**src/rtl/mem_arbiter.sv**
```systemverilog
`default_nettype none
// ============================================================================
// Module   : mem_arbiter
// Purpose  : Arbitrates a loader port and an instruction-fetch port onto one
//            single-port RAM, with loader lock and a bounded starvation window.
// Revision : 1.0
// ============================================================================
module mem_arbiter #(
    parameter int ADDR_W   = 9,
    parameter int DATA_W   = 32,
    parameter int MAX_LOCK = 16
) (
    input  logic              clock,
    input  logic              reset_n,
    input  logic              ld_req,
    input  logic              ld_wr,
    input  logic              ld_lock,
    input  logic [ADDR_W-1:0] ld_addr,
    input  logic [DATA_W-1:0] ld_wdata,
    output logic              ld_gnt,
    output logic              ld_rvalid,
    input  logic              if_req,
    input  logic [ADDR_W-1:0] if_addr,
    output logic              if_gnt,
    output logic              if_rvalid,
    output logic [DATA_W-1:0] rdata,
    output logic [ADDR_W-1:0] ram_addr,
    output logic              ram_wr,
    output logic              ram_rd,
    output logic [DATA_W-1:0] ram_wdata,
    input  logic [DATA_W-1:0] ram_rdata
);

    localparam int              CNT_W      = $clog2(MAX_LOCK + 1);
    localparam logic            c_OWNER_IF = 1'b0;
    localparam logic            c_OWNER_LD = 1'b1;
    localparam logic [CNT_W-1:0] c_LOCK_MAX = CNT_W'(MAX_LOCK);

    logic             r_last_owner;
    logic [CNT_W-1:0] r_lock_cnt;
    logic             r_ld_rvalid;
    logic             r_if_rvalid;
    logic             w_ld_gnt;
    logic             w_if_gnt;

    // Grants are gated by reset_n so nothing reaches the RAM while reset is held.
    always_comb begin
        w_ld_gnt = 1'b0;
        w_if_gnt = 1'b0;
        if (reset_n) begin
            if (ld_req && !if_req) begin
                w_ld_gnt = 1'b1;
            end else if (if_req && !ld_req) begin
                w_if_gnt = 1'b1;
            end else if (ld_req && if_req) begin
                if (r_lock_cnt == c_LOCK_MAX) begin
                    w_if_gnt = 1'b1;
                end else if (ld_lock && (r_last_owner == c_OWNER_LD)) begin
                    w_ld_gnt = 1'b1;
                end else if (r_last_owner == c_OWNER_LD) begin
                    w_if_gnt = 1'b1;
                end else begin
                    w_ld_gnt = 1'b1;
                end
            end
        end
    end

    always_comb begin
        ram_addr  = '0;
        ram_wdata = '0;
        ram_wr    = 1'b0;
        ram_rd    = 1'b0;
        if (w_ld_gnt) begin
            ram_addr  = ld_addr;
            ram_wdata = ld_wdata;
            ram_wr    = ld_wr;
            ram_rd    = ~ld_wr;
        end else if (w_if_gnt) begin
            ram_addr  = if_addr;
            ram_rd    = 1'b1;
        end
    end

    always_ff @(posedge clock or negedge reset_n) begin
        if (!reset_n) begin
            r_last_owner <= c_OWNER_IF;
            r_lock_cnt   <= '0;
            r_ld_rvalid  <= 1'b0;
            r_if_rvalid  <= 1'b0;
        end else begin
            r_ld_rvalid <= w_ld_gnt & ~ld_wr;
            r_if_rvalid <= w_if_gnt;

            if (w_ld_gnt) begin
                r_last_owner <= c_OWNER_LD;
            end else if (w_if_gnt) begin
                r_last_owner <= c_OWNER_IF;
            end

            // Only contended locked loader grants count toward the yield bound.
            if (w_if_gnt || !ld_lock || !ld_req) begin
                r_lock_cnt <= '0;
            end else if (w_ld_gnt && if_req && (r_lock_cnt != c_LOCK_MAX)) begin
                r_lock_cnt <= r_lock_cnt + CNT_W'(1);
            end
        end
    end

    assign ld_gnt    = w_ld_gnt;
    assign if_gnt    = w_if_gnt;
    assign ld_rvalid = r_ld_rvalid;
    assign if_rvalid = r_if_rvalid;
    assign rdata     = ram_rdata;

endmodule
`default_nettype wire

```
**config.mk**
```make
export PLATFORM = sky130hd
export DESIGN_NAME = mem_arbiter
export DESIGN_NICKNAME = d
export VERILOG_FILES = /design/src/rtl/mem_arbiter.sv
export SDC_FILE = /design/constraint.sdc
export NUM_CORES = 1
export LEC_CHECK = 0
export CAP_MARGIN = 20
export CORE_UTILIZATION = 26
export CTS_CLUSTER_DIAMETER = 200
export DETAILED_ROUTE_END_ITERATION = 10
export PLACE_DENSITY = 0.95
export SETUP_SLACK_MARGIN = 0.4
export SLEW_MARGIN = 30
export SYNTH_ARGS = -nofsm -noshare
export SYNTH_HDL_FRONTEND = slang
export SYNTH_SLANG_ARGS = --single-unit
```
**constraint.sdc**
```tcl
create_clock -name clock -period 3.7 [get_ports clock]
set_clock_uncertainty 0.15 [all_clocks]
set_input_delay 0.925 -clock clock [delete_from_list [all_inputs] [get_ports clock]]
set_output_delay 0.925 -clock clock [all_outputs]
set_load 0.01 [all_outputs]
```
## Word-level counts from Yosys, hierarchy flattened

Index checks and enable logic that the tools add are counted.

- Register bits: 8
- Output and inout port bits: 79
- Logic and storage cells: 46

- $add $sub $neg: 1
- Equality and inequality tests: 2
- Muxes and demuxes: 24
- Bitwise operators: 2
- Reductions and logical operators: 13

Operators by type and width:

| cell | count |
|---|---|
| two-way mux 32 bit | 1 |
| two-way mux 1 bit | 19 |
| two-way mux 9 bit | 2 |
| two-way mux 5 bit | 2 |
| logical AND 1 bit | 6 |
| adder 5 x 1 -> 5 bit, second input constant | 1 |
| == test 5 bit, second input constant | 1 |
| != test 5 bit, second input constant | 1 |
| nonzero test 2 bit | 2 |
| zero test 1 bit | 3 |
| logical OR 1 bit | 2 |
| AND 1 bit | 1 |
| inverter 1 bit | 1 |

## Logic depth before layout (Yosys ltp)

- Depth in word-level cells: 11
- Mapped depth: 6
- Gate-level depth less buffers: 5

## Worst setup path before layout

OpenSTA, ideal clock, no wires.

- Path kind: input to output
- Start: input port reset_n
- End: output port ram_wdata[13]
- Arrival time: 1.822 ns
- Data required time: 2.625 ns
- Path slack: 0.803 ns
- Stages on the path: 4
- Path buffers: 2
- Path through: clkbuf_1 nand2_1 clkbuf_1 nor3b_1

- Cells in the longest elaborated chain, start to end: 2

RTL lines:

| what | line | text |
|---|---|---|
| start, declared | 14 | `input logic reset_n,` |
| two-way mux 1 bit | 50 | `if (reset_n) begin` |
| two-way mux 32 bit | 74 | `if (w_ld_gnt) begin` |
| end, declared | 30 | `output logic [DATA_W-1:0] ram_wdata,` |

Every way passes these cells.

## Worst setup path after layout

- Start: input port ld_lock
- End: output port ram_addr[5]

- Cells in the longest elaborated chain, start to end: 9

RTL lines:

| what | line | text |
|---|---|---|
| start, declared | 17 | `input logic ld_lock,` |
| logical AND 1 bit (*) | 58 | `end else if (ld_lock && (r_last_owner == c_OWNER_LD)) begin` |
| two-way mux 1 bit | 58 |  |
| two-way mux 1 bit | 56 | `if (r_lock_cnt == c_LOCK_MAX) begin` |
| two-way mux 1 bit | 55 | `end else if (ld_req && if_req) begin` |
| two-way mux 1 bit | 53 | `end else if (if_req && !ld_req) begin` |
| two-way mux 1 bit | 51 | `if (ld_req && !if_req) begin` |
| two-way mux 1 bit | 50 |  |
| two-way mux 9 bit | 79 | `end else if (w_if_gnt) begin` |
| two-way mux 9 bit (*) | 74 |  |
| end, declared | 27 | `output logic [ADDR_W-1:0] ram_addr,` |

Every way passes the cells marked *; elsewhere a longest branch is shown, timed or not.

==> flow_summary.toml <==
[critical_path]
cp_slowest_cell = "a31oi_4"
critPathCaptureType = "output port"
start_kind = "primary input"
critPathArrivalTime_ns = 2.17
path_depth = 5
reg2reg_slack_ns = 1.87
crit_top_cell = "dlygate4sd2_1"
required_ns = 2.62
path_max_fanout = 9
endpoint = "ram_addr[5]"
rr_endpoint = "r_lock_cnt[2]"
critPathTopFamily = "buffers and inverters"
reg2reg_depth = 5
cp_cell_sequence = "dlygate4sd2_1 -> nand2b_4 -> a31oi_4 -> o22ai_1 -> dlygate4sd2_1"
critPathBufInv = 2
slowest_delay_ns = 0.35
r2r_start = "r_lock_cnt[0]"
crit_start = "ld_lock"
path_class = "in -> out"

[yosys]
synth-edff-count = 0
syn_area_sq_mm = 0.001181
ys_ff_latch = 8
synth_area_leaders = "nor3b_1, buf_4, dfrtp_1, nand2_1, o22ai_1"
synth_warnings = 0
synth.top_cell.area_share_pct = 20.97
synth.avg_cell_area_sq_um = 7.771
yosysSeqAreaShare_pct = 16.95
async_flop_share_pct = 100.0
synth_common_cells = "nor3b_1, buf_4, nand2_1"
synth_flop_cell = "dfrtp_1"
syn-instance-count = 152
synth.largest_area_cell = "nor3b_1"
synth_most_common_cell = "nor3b_1"
synth_cell_type_count = 31
syn-num-nets = 242

[global_routing]
grt-ovfl-total = 0
antenna_found_initial = 0
grt_usage_pct = 17.71
grt_pass1_vias = 1422
grt_start_max_net_pins = 36
grt_pass1_wl_mm = 6.872

[outcome]
status = "finished, final reports clean"

[timing]
timing.final.crit_share_pct = 87.70
drv_slew = 0
max_clock_freq_mhz = 308.2
whs_ns = 0.4215
hold_viol = 0
setup_violations = 0
final.setup.tns_ns = 0
min_period_ns = 3.245
rsz0062_at_grt = "false"
worst_pin_slew_ns = 0.3504
max_slew_margin_pct = 76.64

[route]
ant_nets = 0
first_pass_iters = 4
finalWirelength_mm = 4.286
wl_per_cell_microns = 15.20
drt_iter0_drc = 72
vias_per_cell = 4.901
routed-via-count = 1382
drc_errors = 0

[place]
gp_congestion = 0.8151
dp_hpwl_mm = 3.328
port_buffers = 102

[floorplanning]
die_h_microns = 69.40
start_util_pct = 27.13
design.core.area_sq_mm = 0.004354
ios = 167
rows = 24
die_w_microns = 69.40
die-area_sq_mm = 0.004816

[cells_and_area]
syn_to_final_growth_pct = 82.31
n_antenna_cell = 0
drive_gt1_share_pct = 30.43
final_nets = 322

[clock_network]
ctsHoldBuffers = 0
clk-insertion-delay-late_ns = 0.24
cts_buffers = 3
clk_path_buf_depth = 2
clk_root_buffer_cell = "clkbuf_8"
cts.sinks = 8
htree_levels = 1
cts_tree = "built"
clk_pin_slew_ns = 0.04
post-cts-setup-buffers = 0

[power_and_ir_drop]
max-vdd-ir-drop_mv = 0.09111
p_per_area_mw_per_mm2 = 189.0
power_leakage_nw = 0.9081

[flow_run]
drv_cap = 0

[min_path]
hold_class = "reg -> reg"
per-stage QoR:
step	instance area (sq um)	utilization, %	power (mW)	instances	setup WS (ns)
final	2153	49.45	0.4070	282	0.4551
after global routing	2153	49.45	0.4276	282	0.4002
after CTS	2140	49.14	0.4096	282	0.4066
after detailed placement	2135	49.02	0.3071	279	-0.1950
after global placement	2135	49.02	0.3031	279	-0.1491
after floorplan	1181	-	0.2026	152	0.8026
flip-flops by register name, indices dropped and copies added (netlist names):
| signal | count |
|---|---|
| if_rvalid | 1 |
| ld_rvalid | 1 |
| r_last_owner | 1 |
| r_lock_cnt | 5 |
area by class of cell:
cell class / count / area, sq um
repair buffers: 117 / 1089
fillers: 418 / 2201
well taps: 52 / 65.06
inverters: 5 / 18.77
flip-flops and latches: 8 / 200.2
multi-input cells: 97 / 739.5
clock buffers: 3 / 41.29
worst min path at each step:
stage                     depth (start not counted)     startpoint  slack (ns)       endpoint
after global routing                              1  r_lock_cnt[0]        0.43  r_lock_cnt[0]
after detailed placement                          2   r_last_owner        0.38   r_last_owner
final                                             1  r_lock_cnt[0]        0.42  r_lock_cnt[0]
after global placement                            2   r_last_owner        0.35   r_last_owner
after CTS                                         1  r_lock_cnt[0]        0.42  r_lock_cnt[0]
after floorplan                                   2   r_last_owner        0.33   r_last_owner
power breakdown:
part	switching, mW	internal, mW
clock network	0.0390	0.0709
logic	0.0832	0.120
registers	0.00310	0.0909
metal layers:
layer / GRT usage [%] / part of all wire (%)
met1: 19.61 / 38
met2: 32.58 / 53
met3: 3.634 / 6.4
met4: 7.256 / 2.1
met5: 0 / 0
cells in the final DEF, fill, tap and decap left out, drive strengths merged, types with 4 or more instances in the layout:
master | synthesis | layout
nand2 | 22 | 22
nand4 | 4 | 4
dfrtp | 8 | 8
clkdlybuf4s50 | 0 | 53
clkdlybuf4s15 | 0 | 14
inv | 5 | 5
buf | 36 | 35
o22ai | 9 | 9
nor3b | 33 | 33
dlygate4sd2 | 0 | 14
kinds of logic (layout without fill, tap and decap cells):
kind of cell	Yosys count	in the layout	share of synthesized area (%)
flip-flops	8	8	16.95
AND/OR/NAND/NOR	73	73	39.30
buffers and inverters	47	125	25.53
AO/OA/AOI/OAI	22	22	16.10
adder cells (fa/ha/maj)	2	2	2.118
what timing repair did:
item	CTS	global route
endpoints found under the setup margin	45	25
pin swaps	1	1
gates resized for setup	154	4
Power figures use the tool's default switching activity.
